File: src/rtl/dw_seq_fxp_multifunc.sv
// Sequential sqrt / scaled reciprocal / bypass unit, one result bit per clock, valid/ready on both sides.
// Optional datapath gating input DG_ctrl is enabled by defining DW_SEQ_MULTIFUNC_DG_EN.
module dw_seq_fxp_multifunc #(
    parameter int width       = 16,
    parameter int func_select = 3
) (
    input  logic             clk,
    input  logic             rst,
`ifdef DW_SEQ_MULTIFUNC_DG_EN
    input  logic             DG_ctrl,
`endif
    input  logic             in_valid,
    output logic             in_ready,
    input  logic [width-1:0] a,
    input  logic [1:0]       func,
    output logic             out_valid,
    input  logic             out_ready,
    output logic [width-1:0] z,
    output logic [7:0]       status
);
    localparam int RW = width + 2;
    localparam int CW = $clog2(width);
    localparam logic [1:0] FS = func_select[1:0];

    typedef enum logic [1:0] {IDLE, CALC, DONE} state_t;

    state_t          state;
    logic            is_sqrt;
    logic [CW-1:0]   cnt;
    logic [width-1:0] work;   // sqrt: operand shifter; recip: dividend/quotient shifter
    logic [width-1:0] dvs;
    logic [width-1:0] root;
    logic [RW-1:0]   rem;
    logic            en;
    logic            illegal;

    logic [RW-1:0]    sq_rem, sq_trial, dv_rem, next_rem;
    logic [width-1:0] next_work, next_root, result;
    logic             sq_ge, dv_ge;

`ifdef DW_SEQ_MULTIFUNC_DG_EN
    assign en = DG_ctrl;
`else
    assign en = 1'b1;
`endif

    assign in_ready  = (state == IDLE) && en;
    assign out_valid = (state == DONE);
    assign illegal   = (func == 2'b11) || (func == 2'b00 && !FS[0]) || (func == 2'b01 && !FS[1]);

    always_comb begin
        // Shift the next operand pair (sqrt) or dividend bit (recip) into the remainder.
        sq_rem   = (rem << 2) | RW'(work[width-1 -: 2]);
        sq_trial = {root, 2'b01};
        sq_ge    = sq_rem >= sq_trial;
        dv_rem   = (rem << 1) | RW'(work[width-1]);
        dv_ge    = dv_rem >= {2'b00, dvs};
        next_rem  = '0;
        next_work = '0;
        next_root = root;
        if (is_sqrt) begin
            next_rem  = sq_ge ? sq_rem - sq_trial : sq_rem;
            next_work = work << 2;
            next_root = {root[width-2:0], sq_ge};
        end else begin
            next_rem  = dv_ge ? dv_rem - {2'b00, dvs} : dv_rem;
            next_work = {work[width-2:0], dv_ge};
        end
        result = is_sqrt ? next_root : next_work;
    end

    always_ff @(posedge clk) begin
        if (rst) begin
            state   <= IDLE;
            is_sqrt <= 1'b0;
            cnt     <= '0;
            work    <= '0;
            dvs     <= '0;
            root    <= '0;
            rem     <= '0;
            z       <= '0;
            status  <= '0;
        end else begin
            case (state)
                IDLE: if (in_valid && en) begin
                    if (illegal) begin
                        z      <= '0;
                        status <= 8'h01;
                        state  <= DONE;
                    end else if (func == 2'b10) begin
                        z      <= a;
                        status <= {4'h0, (a == '0), 3'b000};
                        state  <= DONE;
                    end else if (func == 2'b01 && a == '0) begin
                        z      <= '1;
                        status <= 8'h02;
                        state  <= DONE;
                    end else begin
                        is_sqrt <= (func == 2'b00);
                        cnt     <= (func == 2'b00) ? CW'(width/2 - 1) : CW'(width - 1);
                        work    <= (func == 2'b00) ? a : '1;
                        dvs     <= a;
                        root    <= '0;
                        rem     <= '0;
                        state   <= CALC;
                    end
                end
                CALC: if (en) begin
                    work <= next_work;
                    root <= next_root;
                    rem  <= next_rem;
                    cnt  <= cnt - CW'(1);
                    if (cnt == '0) begin
                        z      <= result;
                        status <= {4'h0, (result == '0), (next_rem != '0), 2'b00};
                        state  <= DONE;
                    end
                end
                DONE: if (out_ready) state <= IDLE;
                default: state <= IDLE;
            endcase
        end
    end
endmodule

File: config.mk
export PLATFORM = sky130hd
export DESIGN_NAME = dw_seq_fxp_multifunc
export DESIGN_NICKNAME = d
export VERILOG_FILES = /design/src/rtl/dw_seq_fxp_multifunc.sv
export SDC_FILE = /design/constraint.sdc
export NUM_CORES = 1
export LEC_CHECK = 0
export BUFFER_PORTS_ARGS = -buffer_cell sky130_fd_sc_hd__buf_2
export CORE_ASPECT_RATIO = 2
export CORE_UTILIZATION = 40
export DETAILED_ROUTE_END_ITERATION = 8
export PLACE_DENSITY = 0.67
export SLEW_MARGIN = 40
export SYNTH_ARGS = -nofsm -noshare
export SYNTH_HDL_FRONTEND = slang
export SYNTH_SLANG_ARGS = --single-unit
File: constraint.sdc
create_clock -name clk -period 3.6 [get_ports clk]
set_input_delay 0.72 -clock clk [delete_from_list [all_inputs] [get_ports clk]]
set_output_delay 0.72 -clock clk [all_outputs]
set_load 0.02 [all_outputs]
==> results of run 1 <==
-- layout make-up --
class                           instances  share of cell area
Clock buffer                            9              0.0291
Multi-Input combinational cell        718               0.569
Sequential cell                        92               0.238
Tap cell                              204              0.0330
Clock inverter                          6             0.00533
Inverter                               54              0.0262
Timing Repair Buffer                  114              0.0992
-- sequential cells by signal, summed over array words and instances, names as in the netlist --
signal	count
rem	17
dvs	16
root	16
work	16
z	16
cnt	4
status	4
state	2
is_sqrt	1
-- cells in the mapped netlist, drive strengths merged (4+ instances only) --
master  count  area, sq um
buf        15          103
o211ai     11         87.6
nand2b      6         37.5
nor4       13         87.6
o22ai       4         25.0
o31ai       9         67.6
xor2        5         43.8
dfxtp      92         1840
a22oi      23          173
mux2i       7         70.1
o21a        8         60.1
and3        6         40.0
nand4       8         50.1
nor2      101          379
nand2     125          472
a21oi     111          556
a31oi      10         62.6
inv        54          203
nor3       26          135
a211oi     14          105
nand3      16         85.1
clkbuf     47          176
a221oi      7         67.6
nor2b      13         81.3
o31a        5         45.0
nand3b      4         30.0
ha         35          438
o21ai      37          185
xnor2      14          123
or3         7         48.8
a311oi     17          149
a21o       14          105
a211o       6         53.8
-- power by group through the flow --
stage	logic [mW]	clock network [mW]	registers, mW
finish	3.03	0.894	1.17
global route	3.23	0.940	1.17
CTS	2.88	0.902	1.16
detailed placement	2.86	0	1.18
global placement	2.86	0	1.18
floorplan	1.95	0	1.19
-- through the flow --
| step | cell area, sq um | setup slack (ns) | cells | util |
|---|---|---|---|---|
| after floorplan | 6680 | 0.414 | 926 | - |
| after global placement | 7420 | 0.144 | 1182 | 0.456 |
| after detailed placement | 7420 | 0.0926 | 1182 | 0.456 |
| after CTS | 7690 | 0.0706 | 1197 | 0.473 |
| after global routing | 7740 | 0.000843 | 1197 | 0.476 |
| final | 7740 | 0.166 | 1197 | 0.476 |
-- timing repair --
action	CTS	global route
resized for setup	0	10
buffers inserted	0	0
endpoints found under the setup margin	0	2
-- how the worst min path moves through the flow --
stage             from      end  slack [ns]  cells past startpoint
2_1_floorplan  dvs[10]  dvs[10]        0.44                      2
3_3_place_gp      z[6]     z[6]        0.44                      2
3_5_place_dp   dvs[12]  dvs[12]        0.45                      2
4_1_cts        dvs[12]  dvs[12]        0.46                      2
5_1_grt        dvs[12]  dvs[12]        0.47                      2
6_report       dvs[12]  dvs[12]        0.45                      2
-- metal layers --
layer,vias to the layer above,part of all wire
met2,367,0.51
li1,3477,-
met5,-,0
met3,150,0.047
met4,0,0.11
met1,3466,0.33
-- critical path: stages, from the launching register on --
cell and delay [ns]:
dfxtp_1 0.36, ha_1 0.37, inv_1 0.08, or4_4 0.51, or3_4 0.37, o211a_1 0.39
o211ai_1 0.34, o31ai_1 0.17, a2111o_1 0.39, nor4_2 0.24, a31oi_1 0.10
-- cell families after synthesis --
group,count (synthesis),synth area share
other,1,0.000562
buffers and inverters,116,0.0722
AOI/OAI and AO/OA,309,0.308
adders and majority gates,36,0.0686
xor gates and xnor gates,19,0.0249
DFF,92,0.276
muxes,10,0.0156
and+or+nand+nor,340,0.234
==> run metrics, run 1 <==
# IOs 48; Max Freq between 0.2 and 0.3 GHz; ys flop type dfxtp_1; Post-synth EDFFs 0; Final ANT Viol Nets 0; clock transition at the registers of the reported paths around 0.07 ns; initial core utilization 0.410; DR vias 7460; R2R setup slack roughly 0.17 ns; Yosys cell types 77; TNS Setup 0 ns; post-DR vias/cell about 6.2; final setup fails 0; hold crit path type reg -> reg; RSZ-0062 raised after global routing false; share of layout cells above drive strength 1 0.162; wirelength, routed approximately 27 mm; gate count of the mapped netlist 923; M2 GR Usage 0.565; reg2reg start rem[14]; die height between 150 and 200 um; Internal around 2.8 mW; kind of critical path reg -> reg; Rel. slew slack 0.441; Num CTS Buffers 9; Leak about 3.2 nW; detailed-route DRC error count 0; Clock power frac 0.176; Max Fanout on Critical Path 10; multi-input logic area roughly 4400 sq um; most frequent cells in the layout 124 x nand2_1, 111 x a21oi_1, 101 x nor2_1, 91 x dfxtp_1, 69 x buf_4; status finished clean; initial antenna violation count 0; All-Layer GR Usage 0.314; CP startpoint kind flop; met3 usage 0.0396; post-layout minimum cycle time around 3.4 ns; Net Sw Power ~2.3 mW; Crit. End Element flop; commonest non-fill, non-tap cell in the layout nand2_1; die width between 90 and 100 um; Slew Viols, Final 0; core area approximately 16000 sq um; htree depth 3; Routed WL per cell about 22 um; Iter 0 DRT Violations 619; placed wire-length estimate 20.3 mm; Ys Warns 0; sw frac 0.451; Sequential cell area roughly 1800 sq um; share of power burned in registers 0.229; #FFs+latches synth about 90; Clock Tree Root clkbuf_16; Peak VDD IR approximately 0.37 mV; CTS tree yes; register area share after synthesis 0.276; met1 Track Usage GR 0.290; pwr dens between 600 and 700 nW/um^2; Post-synth ARST share 0; largest net degree at the start of global routing 67; Worst setup startpoint rem[14]; worst-skew pair later-pin latency about 0.35 ns; Layout Skew roughly 0.0074 ns; R2R depth 10; vias in the first global route about 7300; final hold vios 0; max_cap viols 0; Hold Slack 0.453 ns; die area approximately 17000 sq um; Comb pwr share 0.595; Area growth syn-to-layout 16.0%; measured slew at the worst slew-check pin between 0.8 and 0.9 ns; global route overflow 0; Worst EP required approximately 3.8 ns; clk buf depth 2; Final Cycle Share 0.954; clk sinks between 90 and 100; PnR Total Power approximately 5.1 mW; Syn Area/Cell 7.23 sq um; num rows 66; mapped cell area about 6700 sq um; Ant. Diodes 0; Critical Path AT about 3.7 ns; cts hold-fix bufs 0; Placer Congestion roughly 1.0; # fillers roughly 1600; 1st-pass router iterations 8; Port Buffer Count 43; CP endpoint status[2]; Final #Nets 1047; first-pass GRT wire length ~40 mm; FF-to-FF End status[2]; GRT Max-Usage Layer met2
No activity file was read; power rests on OpenSTA's default activity.
==> run 2, diff against run 1 <==
ABC_AREA = 1   (was unset)
==> run 2 against run 1 <==
  * Non-clock buffer count decreased by 58
  * Routed wire length rose by 2.2%
  * Global-route usage decreased by 2.2 points
  * Critical path type unchanged
  * Largest cell class unchanged
  * Sequential share of layout area down 0.21 points
==> run metrics, run 2 <==
# IOs 48 (unchanged); Leak 3.79 nW (+20%); detailed-route DRC error count 0 (unchanged); Critical Path AT 3.40 ns (-0.27 ns); All-Layer GR Usage 0.292 (-0.0218); worst-skew pair later-pin latency 0.37 ns (+0.02 ns); final hold vios 0 (unchanged); Crit. End Element flop; most frequent cells in the layout 363 x nand2_1, 172 x inv_1, 104 x nand3_1, 101 x a21oi_1, 91 x dfxtp_1; status finished clean; clock transition at the registers of the reported paths 0.07 ns (about the same); PnR Total Power 5.24 mW (+2.9%); Ys Warns 0 (unchanged); largest incremental delay on the critical path 0.58 ns (+0.07 ns); global route overflow 0 (unchanged); Max Fanout on Critical Path 20 (+10); post_cts resized 0 (unchanged); Yosys cell types 47 (-39%); post-placement cell count 1425 (+21%); Area growth syn-to-layout 8.42%; DR vias 7959 (+6.7%); die area 18600 sq um (+7.8%); clk buf depth 2 (unchanged); cts hold-fix bufs 0 (unchanged); most area-hungry cell type in the Yosys netlist dfxtp_1; ys flop type dfxtp_1; gate count of the mapped netlist 1208 (+31%); Port Buffer Count 43 (unchanged); Iter 0 DRT Violations 415 (-33%); Placer Congestion 1.00 (-1.4%); wirelength, routed 27.1 mm (+2.2%); measured slew at the worst slew-check pin 0.863 ns (+0.0245 ns); Ant. Diodes 0 (unchanged); share of layout cells above drive strength 1 0.0806 (-0.0815); mapped cell area 7200 sq um (+8.0%); htree depth 3 (unchanged); top area cells in the synthesized netlist dfxtp_1 26%, nand2_1 19%, inv_1 9.0%; Peak VDD IR 0.401 mV (+8.4%); register area share after synthesis 0.256 (-0.0203); Routed WL per cell 18.8 um (-15%); Commonest cells post-synth 363 x nand2_1, 172 x inv_1, 104 x nand3_1; Num CTS Buffers 9 (unchanged); Post-synth EDFFs 0 (unchanged); post-layout minimum cycle time 3.18 ns (-0.257 ns); most used cell, CP nand2_1; Final ANT Viol Nets 0 (unchanged); Slew Viols, Final 0 (unchanged); core area 17700 sq um (+8.8%); placed wire-length estimate 21.5 mm (+5.9%); largest net degree at the start of global routing 65 (-3.0%); commonest non-fill, non-tap cell in the layout nand2_1; Final #Nets 1281 (+22%); share of the synthesized area in the top cell type 0.256 (-0.0203); Biggest register rem; Rel. slew slack 0.416 (-0.0254); 1st-pass router iterations 5 (-3); die height 192 um (+3.9%); Layout Skew 0.0129 ns (+0.00550 ns); Final Cycle Share 0.883 (-0.0714); kind of critical path reg -> reg; Post-synth ARST share 0 (unchanged); clk sinks 92 (unchanged); die width 96.9 um (+3.8%); Max Freq 0.315 GHz (+8.1%); post-DR vias/cell 5.52 (-11%); initial antenna violation count 0 (unchanged); max_cap viols 0 (unchanged); cell at the slowest stage of the critical path dfxtp_1; Cell Chain, Critical Path ha_1 -> nand2_1 -> nand2_1 -> nand2_1 -> nand2_1 -> inv_1 -> nand3_2 -> nand2_2 -> nand3_2 -> inv_2 -> nand2_1 -> nand3_1 -> nand2_1 -> nor2_1 -> nand2_1 -> nor2_1 -> nand2_1 -> nand2_1 -> a21oi_2; num rows 69 (+4.5%); vias in the first global route 7627 (+4.2%); Clock Tree Root clkbuf_16; #FFs+latches synth 92 (unchanged); pwr dens 671 nW/um^2 (+2.0%); CTS tree yes; top-count cell post-synth nand2_1; RSZ-0062 raised after global routing false; hold crit path type reg -> reg; Syn Area/Cell 5.96 sq um (-18%); Worst EP required 3.82 ns (about the same); final setup fails 0 (unchanged); Post-Place Worst Slack 0.466 ns (+0.373 ns); Final Instance Count excl. Fillers 1441 (+20%); post-route setup slack 0.423 ns (+0.257 ns); post-CTS setup buffer count 0 (unchanged); CP startpoint kind flop; max reg flops 17 (unchanged); TNS Setup 0 ns (unchanged); first-pass GRT wire length 41.0 mm (+3.0%); initial core utilization 0.407 (-0.00317)
-- run 2: changes by cell type after synthesis, moves of 19 or more --
cell,delta
nand2_1,+239
clkbuf_1,-19
a22oi_1,-23
o21ai_0,+31
nand3_1,+89
inv_1,+119
-- run 2: cell type report --
cell class                 count  area [sq um]
tap                          213           267
timing repair buffer          56           313
multi-input combinational    888          4430
sequential                    92          1840
fill                        1888          9890
inverter                     176           661
clock buffer                   9           225
clock inverter                 7          68.8
-- run 2: path summary, 6_finish.rpt --
kind | from | endpoint | slack, ns | cells after the start
hold / removal | root[15] | root[15] | 0.46 | 2
setup / recovery | rem[5] | status[2] | 0.42 | 19
setup reg to reg | rem[5] | status[2] | 0.42 | 19
hold reg to reg | root[15] | root[15] | 0.46 | 2
-- run 2: logic make-up (layout without fill, tap and decap cells) --
kind of cell | Yosys count | count (layout) | share of synthesized area
DFF | 92 | 92 | 0.256
other | 1 | 4 | 0.000521
xor gates and xnor gates | 18 | 18 | 0.0219
adders and majority gates | 36 | 36 | 0.0636
buffers and inverters | 231 | 248 | 0.131
and+or+nand+nor | 602 | 602 | 0.352
AOI/OAI and AO/OA | 228 | 228 | 0.176
-- run 2: power breakdown --
part	total, mW	internal, mW	switching [mW]
Combinational	3.06	0.944	2.11
Clock	0.956	0.484	0.472
Sequential	1.22	1.13	0.0986
Total	5.24	2.55	2.68
-- run 2: worst max-delay path: cells and delay by family (launching register included) --
family	cells	cell delay (ns)
buffers and inverters	2	0.31
adders and majority gates	1	0.37
and+or+nand+nor	15	1.71
DFF	1	0.58
AOI/OAI and AO/OA	1	0.05
-- run 2: metrics by stage --
| stage | hold slack, ns | area (sq um) | utilization |
|---|---|---|---|
| 2_1_floorplan | 0.428 | 7210 | - |
| 3_3_place_gp | 0.450 | 7520 | 0.425 |
| 3_5_place_dp | 0.457 | 7520 | 0.425 |
| 4_1_cts | 0.468 | 7810 | 0.441 |
| 5_1_grt | 0.488 | 7810 | 0.441 |
| 6_report | 0.464 | 7810 | 0.441 |
-- run 2: per-layer routing --
layer  vias to the layer above  part of all wire  GRT usage
li1                       3929                 -          -
met1                      3628              0.34      0.262
met2                       277              0.53      0.559
met3                       125             0.036     0.0411
met4                         0             0.094      0.259
met5                         -                 0          0
==> run 3, diff against run 2 <==
CORE_MARGIN = 2   (was unset)
==> run 3 against run 2 <==
  * Critical path type unchanged
  * Cell area up 0.24%
  * Utilization up 0.11 points
  * Clock skew decreased by 0.0066 ns
  * Critical endpoint unchanged
  * Global-route usage is 1.4 points lower
==> run metrics, run 3 (synthesized netlist as in run 2, its figures left out) <==
status finished clean; placed wire-length estimate 21.5 mm (-0.29%); # fillers 1885 (-0.16%); core area 17700 sq um (unchanged); share of power burned in registers 0.233 (about the same); Num CTS Buffers 9 (unchanged); All-Layer GR Usage 0.278 (-0.0141); R2R setup slack 0.35 ns (-0.07 ns); most frequent cells in the layout 363 x nand2_1, 172 x inv_1, 104 x nand3_1, 101 x a21oi_1, 91 x dfxtp_1; Sequential cell area 1840 sq um (unchanged); max_cap viols 0 (unchanged); Final ANT Viol Nets 0 (unchanged); Routed WL per cell 18.5 um (-1.5%); Area growth syn-to-layout 8.69%; Worst EP required 3.83 ns (about the same); Max Freq 0.308 GHz (-2.2%); first-pass GRT wire length 40.9 mm (-0.44%); Final Cycle Share 0.903 (+0.0202); final setup fails 0 (unchanged); CTS tree yes; CP startpoint kind flop; Ant. Diodes 0 (unchanged); Rel. slew slack 0.488 (+0.0727); sw frac 0.512 (-0.000704); Clock power frac 0.182 (about the same); Comb pwr share 0.585 (about the same); die height 194 um (+1.0%); vias in the first global route 7727 (+1.3%); Worst setup startpoint rem[6]; Biggest register rem; clock transition at the registers of the reported paths 0.07 ns (about the same); Iter 0 DRT Violations 479 (+15%); commonest non-fill, non-tap cell in the layout nand2_1; final hold vios 0 (unchanged); Slew Viols, Final 0 (unchanged); Max Fanout on Critical Path 20 (unchanged); Final Instance Count excl. Fillers 1444 (+0.21%); Min-Delay Startpoint root[15]; worst-skew pair later-pin latency 0.36 ns (about the same); num rows 69 (unchanged); R2R depth 19 (unchanged); TNS Setup 0 ns (unchanged); Internal 2.55 mW (about the same); Peak VDD IR 0.342 mV (-15%); Clock Tree Root clkbuf_16; FF-to-FF End status[2]; # IOs 48 (unchanged); share of layout cells above drive strength 1 0.0837 (+0.00305); Net Sw Power 2.68 mW (-0.27%); die width 98.9 um (+2.1%); kind of critical path reg -> reg; Port Buffer Count 43 (unchanged); initial antenna violation count 0 (unchanged); cts hold-fix bufs 0 (unchanged); post-placement cell count 1428 (+0.21%); Final #Nets 1284 (+0.23%); Layout Skew 0.00634 ns (-0.00657 ns); die area 19200 sq um (+3.1%); pwr dens 668 nW/um^2 (-0.37%); post-DR vias/cell 5.48 (-0.80%); post-layout minimum cycle time 3.25 ns (+0.0728 ns); reg2reg start rem[6]; max reg flops 17 (unchanged); global route overflow 0 (unchanged); post_cts resized 0 (unchanged); multi-input logic area 4440 sq um (+0.17%); clk buf depth 2 (unchanged); hold path depth 2 (unchanged); detailed-route DRC error count 0 (unchanged); DR vias 7912 (-0.59%); 1st-pass router iterations 5 (unchanged); Post-Place Worst Slack 0.412 ns (-0.0533 ns); Placer Congestion 1.02 (+2.2%); Leak 3.80 nW (+0.38%); wirelength, routed 26.8 mm (-1.3%); post-CTS setup buffer count 0 (unchanged); clk sinks 92 (unchanged); post-route setup slack 0.350 ns (-0.0728 ns); measured slew at the worst slew-check pin 0.768 ns (-0.0955 ns); Crit. End Element flop; largest net degree at the start of global routing 65 (unchanged); htree depth 3 (unchanged); Critical Path AT 3.48 ns (+0.08 ns); RSZ-0062 raised after global routing false; initial core utilization 0.407 (unchanged); hold crit path type reg -> reg; WHS Endpoint root[15]
==> run 3: changes by cell type in the layout (fill, tap and decap cells not counted) <==
| cell | previous run | this run |
|---|---|---|
| clkinv_4 | 2 | 1 |
| buf_4 | 13 | 16 |
| o311ai_2 | 0 | 1 |
| o311ai_1 | 1 | 0 |
| clkinv_2 | 0 | 1 |
| clkinv_8 | 1 | 0 |
| inv_6 | 1 | 2 |
==> run 3: metal layers <==
metal | share of wire | GRT usage
met1 | 0.32 | 0.259
met2 | 0.53 | 0.512
met3 | 0.047 | 0.0379
met4 | 0.10 | 0.237
met5 | 0 | 0
==> run 3: worst max path at each step <==
stage | endpoint | slack (ns) | cells after the start
3_3_place_gp | status[2] | 0.40 | 19
5_1_grt | status[2] | 0.07 | 19
4_1_cts | status[2] | 0.39 | 19
2_1_floorplan | status[2] | 1.25 | 17
3_5_place_dp | status[2] | 0.41 | 17
6_report | status[2] | 0.35 | 19
==> run 3: power by group through the flow <==
stage / combinational [mW] / sequential, mW / clock, mW
final: 3.06 / 1.22 / 0.951
after global routing: 3.38 / 1.23 / 1.01
after detailed placement: 3.01 / 1.24 / 0
after global placement: 3.01 / 1.24 / 0
after CTS: 3.02 / 1.22 / 0.962
after floorplan: 2.29 / 1.24 / 0
==> run 3: stage by stage <==
step | area [sq um] | power [mW] | hold WS (ns) | utilization
after floorplan | 7210 | 3.53 | 0.428 | -
after global placement | 7540 | 4.24 | 0.447 | 0.426
after detailed placement | 7540 | 4.25 | 0.455 | 0.426
after CTS | 7820 | 5.20 | 0.464 | 0.442
after global routing | 7830 | 5.62 | 0.488 | 0.442
final | 7830 | 5.23 | 0.462 | 0.442
==> run 3: critical path, stage by stage (launching register included) <==
cell	delay [ns]
dfxtp_1	0.55
ha_1	0.37
nand2_2	0.14
inv_1	0.05
nand2_1	0.06
nand2_1	0.06
inv_1	0.07
nand3_2	0.11
nand2_2	0.27
nand3_2	0.45
inv_2	0.27
nand2_1	0.07
nand3_1	0.09
nand2_1	0.06
nor2_1	0.14
nand2_1	0.07
nor2_1	0.08
nand2_1	0.08
nand2_1	0.08
a21oi_2	0.05
==> run 3: cell type report <==
type | count | share of cell area
well taps | 213 | 0.0340
clock inverters | 7 | 0.00735
repair buffers | 59 | 0.0428
clock buffers | 9 | 0.0288
multi-input cells | 888 | 0.567
flip-flops and latches | 92 | 0.235
inverters | 176 | 0.0844
